**src/rtl/usb_fifo_rdport.sv**
```systemverilog
// Register-bus read port serving a 32-bit FWFT capture FIFO byte-by-byte.
// Define USB_FIFO_RDPORT_WORDCNT_EN to expose a consumed-word counter at STAT bytes 1-2.

module usb_fifo_rdport #(
    parameter int         pBYTECNT_SIZE = 7,
    parameter logic [5:0] pDATA_ADDR    = 6'd20,
    parameter logic [5:0] pSTAT_ADDR    = 6'd21,
    parameter logic [5:0] pCTRL_ADDR    = 6'd22
) (
    input  logic                     cwusb_clk,
    input  logic                     reset_i,
    input  logic [5:0]               reg_address,
    input  logic [pBYTECNT_SIZE-1:0] reg_bytecnt,
    input  logic [7:0]               reg_datao,
    output logic [7:0]               reg_datai,
    input  logic                     reg_read,
    input  logic                     reg_write,
    input  logic                     reg_addrvalid,
    input  logic [31:0]              fifo_dout,
    input  logic                     fifo_empty,
    output logic                     fifo_rd,
    output logic                     underflow_o,
    output logic                     flushing_o
);

    typedef enum logic [1:0] {
        IDLE  = 2'd0,
        VALID = 2'd1,
        FLUSH = 2'd2
    } state_e;

    state_e      state_q;
    logic [31:0] buf_q;
    logic        buf_valid_q;
    logic        fifo_rd_q;
    logic        flushing_q;
    logic        flushing_d;

    logic        rd_q;
    logic        active_q;
    logic        active_d;
    logic        underflow_q;
    logic        underflow_d;
    logic [1:0]  idx_q;
    logic [1:0]  idx_d;
    logic [7:0]  rdata_q;
    logic [7:0]  rdata_d;
    logic [7:0]  stat_byte;

`ifdef USB_FIFO_RDPORT_WORDCNT_EN
    logic [15:0] wcnt_q;
    logic [15:0] wcnt_d;
`endif

    logic rd_rise;
    logic rd_fall;
    logic sel_data;
    logic sel_stat;
    logic sel_ctrl;
    logic byte0;
    logic ctrl_wr;
    logic flush_req;
    logic unf_clr;
    logic unf_set;
    logic start_data;
    logic consume;

    logic unused_datao;
    assign unused_datao = ^reg_datao[7:2];

    assign rd_rise    = reg_read & ~rd_q;
    assign rd_fall    = ~reg_read & rd_q;
    assign sel_data   = reg_addrvalid & (reg_address == pDATA_ADDR);
    assign sel_stat   = reg_addrvalid & (reg_address == pSTAT_ADDR);
    assign sel_ctrl   = reg_addrvalid & (reg_address == pCTRL_ADDR);
    assign byte0      = (reg_bytecnt[1:0] == 2'd0);
    assign ctrl_wr    = reg_write & sel_ctrl & (reg_bytecnt == '0);
    assign flush_req  = ctrl_wr & reg_datao[0];
    assign unf_clr    = ctrl_wr & reg_datao[1];
    assign start_data = rd_rise & sel_data;
    assign unf_set    = start_data & byte0 & ~buf_valid_q;
    assign consume    = rd_fall & sel_data & (idx_q == 2'd3)
                      & active_q & (state_q == VALID);

    assign flushing_d = flush_req | ((state_q == FLUSH) & ~fifo_empty);

    // Prefetch pop is registered; flush pops track fifo_empty live so
    // the strobe can never land on an empty FIFO.
    assign fifo_rd     = fifo_rd_q | ((state_q == FLUSH) & ~fifo_empty);
    assign flushing_o  = flushing_q;
    assign underflow_o = underflow_q;
    assign reg_datai   = rdata_q;

    always_comb begin
        idx_d = idx_q;
        if (start_data) begin
            idx_d = reg_bytecnt[1:0];
        end

        active_d = active_q;
        if (flush_req || consume) begin
            active_d = 1'b0;
        end else if (start_data && byte0) begin
            active_d = buf_valid_q;
        end

        underflow_d = underflow_q;
        if (unf_set) begin
            underflow_d = 1'b1;
        end else if (unf_clr) begin
            underflow_d = 1'b0;
        end

`ifdef USB_FIFO_RDPORT_WORDCNT_EN
        wcnt_d = wcnt_q;
        if (flush_req) begin
            wcnt_d = 16'h0000;
        end else if (consume) begin
            wcnt_d = wcnt_q + 16'h0001;
        end
`endif

        stat_byte = 8'h00;
        if (reg_bytecnt == '0) begin
            stat_byte = {4'b0000, flushing_q, underflow_q,
                         fifo_empty, buf_valid_q};
        end
`ifdef USB_FIFO_RDPORT_WORDCNT_EN
        else if (reg_bytecnt == pBYTECNT_SIZE'(1)) begin
            stat_byte = wcnt_q[7:0];
        end else if (reg_bytecnt == pBYTECNT_SIZE'(2)) begin
            stat_byte = wcnt_q[15:8];
        end
`endif

        // Next-state index/active so data is valid one cycle after the rise.
        rdata_d = 8'h00;
        unique case (1'b1)
            sel_data: begin
                if (active_d) begin
                    rdata_d = buf_q[{idx_d, 3'b000} +: 8];
                end
            end
            sel_stat: rdata_d = stat_byte;
            default:  rdata_d = 8'h00;
        endcase
    end

    always_ff @(posedge cwusb_clk or posedge reset_i) begin
        if (reset_i) begin
            state_q     <= IDLE;
            buf_q       <= 32'h0;
            buf_valid_q <= 1'b0;
            fifo_rd_q   <= 1'b0;
            flushing_q  <= 1'b0;
        end else begin
            fifo_rd_q  <= 1'b0;
            flushing_q <= flushing_d;
            unique case (state_q)
                IDLE: begin
                    if (!fifo_empty) begin
                        fifo_rd_q   <= 1'b1;
                        buf_q       <= fifo_dout;
                        buf_valid_q <= 1'b1;
                        state_q     <= VALID;
                    end
                end
                VALID: begin
                    if (consume) begin
                        buf_valid_q <= 1'b0;
                        state_q     <= IDLE;
                    end
                end
                FLUSH: begin
                    if (fifo_empty) begin
                        state_q <= IDLE;
                    end
                end
                default: state_q <= IDLE;
            endcase
            if (flush_req) begin
                fifo_rd_q   <= 1'b0;
                buf_valid_q <= 1'b0;
                state_q     <= FLUSH;
            end
        end
    end

    always_ff @(posedge cwusb_clk or posedge reset_i) begin
        if (reset_i) begin
            rd_q        <= 1'b0;
            idx_q       <= 2'd0;
            active_q    <= 1'b0;
            underflow_q <= 1'b0;
            rdata_q     <= 8'h00;
        end else begin
            rd_q        <= reg_read;
            idx_q       <= idx_d;
            active_q    <= active_d;
            underflow_q <= underflow_d;
            rdata_q     <= rdata_d;
        end
    end

`ifdef USB_FIFO_RDPORT_WORDCNT_EN
    always_ff @(posedge cwusb_clk or posedge reset_i) begin
        if (reset_i) begin
            wcnt_q <= 16'h0000;
        end else begin
            wcnt_q <= wcnt_d;
        end
    end
`endif

endmodule

```
**config.mk**
```make
export PLATFORM = sky130hd
export DESIGN_NAME = usb_fifo_rdport
export DESIGN_NICKNAME = d
export VERILOG_FILES = /design/src/rtl/usb_fifo_rdport.sv
export SDC_FILE = /design/constraint.sdc
export NUM_CORES = 1
export LEC_CHECK = 0
export BUFFER_PORTS_ARGS = -buffer_cell sky130_fd_sc_hd__buf_2
export CORE_UTILIZATION = 29
export CTS_CLUSTER_DIAMETER = 50
export DETAILED_ROUTE_END_ITERATION = 7
export HOLD_SLACK_MARGIN = 0.15
export PLACE_DENSITY = 0.53
export RECOVER_POWER = 25
export SYNTH_ARGS = -nofsm -noshare
export SYNTH_HDL_FRONTEND = slang
export SYNTH_SLANG_ARGS = --single-unit
```
**constraint.sdc**
```tcl
create_clock -name cwusb_clk -period 4.05 [get_ports cwusb_clk]
set_clock_uncertainty 0.1 [all_clocks]
set_input_delay 0.81 -clock cwusb_clk [delete_from_list [all_inputs] [get_ports cwusb_clk]]
set_output_delay 0.81 -clock cwusb_clk [all_outputs]
set_load 0.01 [all_outputs]
```
==> summary.txt <==
Worst setup path
  • Worst setup EP type: flop
  • Critical Path Fanout Max: 8
  • Critical Path RT: 4130 ps
  • Reg2reg path depth: 6
  • Crit path kind: input port to flop
  • Worst EP arrival: 2790 ps
  • Startpoint Class: input port

Yosys
  • Post-synth EDFFs: 0
  • Ys Warns: 0
  • Top cell type's share of synthesized area: 54.8%
  • Top cells by count, synth: dfrtp_1 (50), mux2_2 (36), nor2_1 (9), nand2_1 (8)
  • Seq cells post-synth: 50
  • Synth Instances: 163
  • Synth area leader: dfrtp_1
  • Syn Nets: 222
  • Synth area leaders: dfrtp_1 (55%), mux2_2 (18%), a211oi_2 (2.2%)
  • Unique masters post-synth: 35
  • Post-synth top flop: dfrtp_1
  • Count leader, synth: dfrtp_1
  • Seq/Total Area, Yosys: 54.8%
  • Mean Syn Cell Area: 14.0 sq um
  • Asr flop ratio synth: 100%
  • Cell area after synthesis: 2280 sq um

Power
  • Leak pwr: 1.34 nW
  • Gate power share: 11.7%
  • Power per cell area: 364 nW/um^2
  • Share of power burned in registers: 55.0%
  • Switching Power: 0.236 mW
  • Clock group share of total power: 33.3%
  • Internal: 0.779 mW
  • Sw Share: 23.3%
  • IR drop worst, VDD: 226 uV

CTS
  • CTS sink cnt: 50
  • Post-CTS resize count: 0
  • Root Buffer: clkbuf_8
  • CTS Hold Buffers Added: 0
  • H-tree depth: 2
  • Clock Latency Late Sink: 300 ps
  • Clk buf depth: 2
  • Clock Pin Slew Worst Setup and Hold Paths: 90 ps
  • Post-CTS Setup Bufs: 0
  • TritonCTS clock tree: done
  • TritonCTS Buffers: 5

Floorplan
  • Die H: 90.7 um
  • CORE AREA: 7450 sq um
  • Effective utilization at floorplan: 30.6%
  • Die area: 8230 sq um
  • Num rows: 31
  • Die Wd: 90.7 um
  • I/O pin total: 70

Route
  • First DRT Iteration DRCs: 60
  • # DRC: 0
  • DRT Wirelength: 4.72 mm
  • Drt first pass iters: 4
  • Wirelength per Cell: 14.3 um
  • Post-route ant nets: 0
  • Vias per cell: 4.58
  • Via count: 1513

Place
  • Inst Count DP: 322
  • Detailed-placement wirelength estimate: 3.39 mm
  • Port bufs: 63
  • Routability Congestion: 0.697

Outcome
  • Status: finished, violations left
  • Failing checks: capacitance limit, slew limit

Global route
  • Initial antenna violation count: 0
  • Remaining global-route overflow: 0
  • Total track usage: 12.4%
  • Largest net degree at the start of global routing: 51
  • First-pass GRT wire length: 7.94 mm
  • Vias in the first global route: 1601

Worst hold path
  • Cells on Worst Hold Path: 1
  • Hold Crit Class: flop to flop

Run
  • Max capacitance violation total: 1

Timing
  • Min Tclk post-route: 2710 ps
  • Measured slew at the worst slew-check pin: 1900 ps
  • RSZ-0062 raised after global routing: false
  • FMAX: 0.369 GHz
  • Slew margin rel.: -26.8%
  • Hold Fails Final Rpt: 0
  • Part of the cycle the worst path needs: 66.8%
  • Setup violators final: 0
  • Fin. max-slew vios: 51
  • Fin Setup TNS: 0 ps

Finish
  • # diodes: 0
  • Layout Nets: 289
  • Layout cell share with drive strength beyond 1: 53.2%
  • Area grow syn2layout: 22.1%
  • Non-Filler Instances: 330
cells by family (layout without fill, tap and decap cells):
logic type,Yosys count,after routing,share of synthesized area [%]
buffers and inverters,8,76,2.80
AND/OR/NAND/NOR,36,36,10.5
multiplexers,47,47,23.6
AO/OA/AOI/OAI,22,22,8.28
flip-flops,50,50,54.8
path summary, 6_finish.rpt:
kind / start / end / slack (ps)
max: reg_address[1] / reg_datai[0] / 1340
min reg2reg: buf_q[14] / buf_q[14] / 410
max reg2reg: rd_q / reg_datai[0] / 1800
min in group asynchronous: reset_i / reg_datai[4] / 1000
min: buf_q[14] / buf_q[14] / 410
max in group asynchronous: reset_i / buf_q[6] / 1740
layer usage:
metal,wire length [um],GRT usage (%),share of wire (%),vias to the layer above
met4,43,3.63,0.91,0
met5,0,0,0,-
li1,-,-,-,727
met3,305,3.79,6.5,5
met1,2170,16.0,46,729
met2,2190,20.0,46,52
cells in the final DEF, fill, tap and decap left out:
| cell | instances |
|---|---|
| a211oi_2 | 4 |
| a21o_1 | 3 |
| a21oi_1 | 1 |
| a222oi_1 | 4 |
| and3b_1 | 1 |
| and3b_2 | 1 |
| buf_2 | 61 |
| buf_4 | 1 |
| clkbuf_1 | 4 |
| clkbuf_8 | 8 |
| dfrtp_1 | 50 |
| inv_1 | 2 |
| mux2_1 | 4 |
| mux2_2 | 36 |
| mux2_4 | 1 |
| mux2i_1 | 5 |
| mux2i_4 | 1 |
| nand2_1 | 8 |
| nand2b_1 | 1 |
| nand3_4 | 1 |
| nand3b_1 | 1 |
| nand4_1 | 1 |
| nand4b_1 | 2 |
| nor2_1 | 9 |
| nor2b_1 | 3 |
| nor3_1 | 2 |
| nor3b_2 | 1 |
| nor4_2 | 1 |
| nor4b_4 | 1 |
| o21a_1 | 1 |
| o21ai_0 | 4 |
| o21ai_2 | 5 |
| or3_1 | 1 |
| or4_1 | 1 |
| or4_4 | 1 |
critical path, stage by stage:
cell and delay [ps]:
buf_2 130, nor4b_4 400, nand3_4 170, mux2i_4 420, mux2_2 400, a222oi_1 380, o21ai_2 70
power by group through the flow:
| stage | Combinational, mW | Sequential, mW | Clock (mW) |
|---|---|---|---|
| after floorplan | 0.0825 | 0.563 | 0 |
| after global placement | 0.119 | 0.568 | 0 |
| after detailed placement | 0.122 | 0.570 | 0 |
| after CTS | 0.122 | 0.559 | 0.348 |
| after global routing | 0.133 | 0.566 | 0.371 |
| final | 0.119 | 0.559 | 0.338 |
flip-flops by register name, indices dropped and copies added, names as in the netlist:
register     cells
flushing_o       1
fifo_rd_q        1
idx_q            2
active_q         1
buf_valid_q      1
reg_datai        8
rd_q             1
buf_q           32
underflow_o      1
state_q          2
final cells by class:
class	instances	area [sq um]
repair buffers	66	328
flip-flops and latches	50	1250
clock buffers	8	110
well taps	99	124
fillers	777	4660
inverters	2	7.51
multi-input cells	105	967
per-stage QoR:
stage,hold WS [ps],power (mW),util [%],cell area [sq um],setup WS [ps]
final,407,1.02,37.4,2790,1340
after global routing,424,1.07,37.4,2790,1220
after CTS,414,1.03,37.6,2800,1340
after detailed placement,392,0.691,36.2,2690,1010
after global placement,387,0.688,36.2,2690,1050
after floorplan,373,0.645,-,2280,1480
No activity file was read; power rests on OpenSTA's default activity.
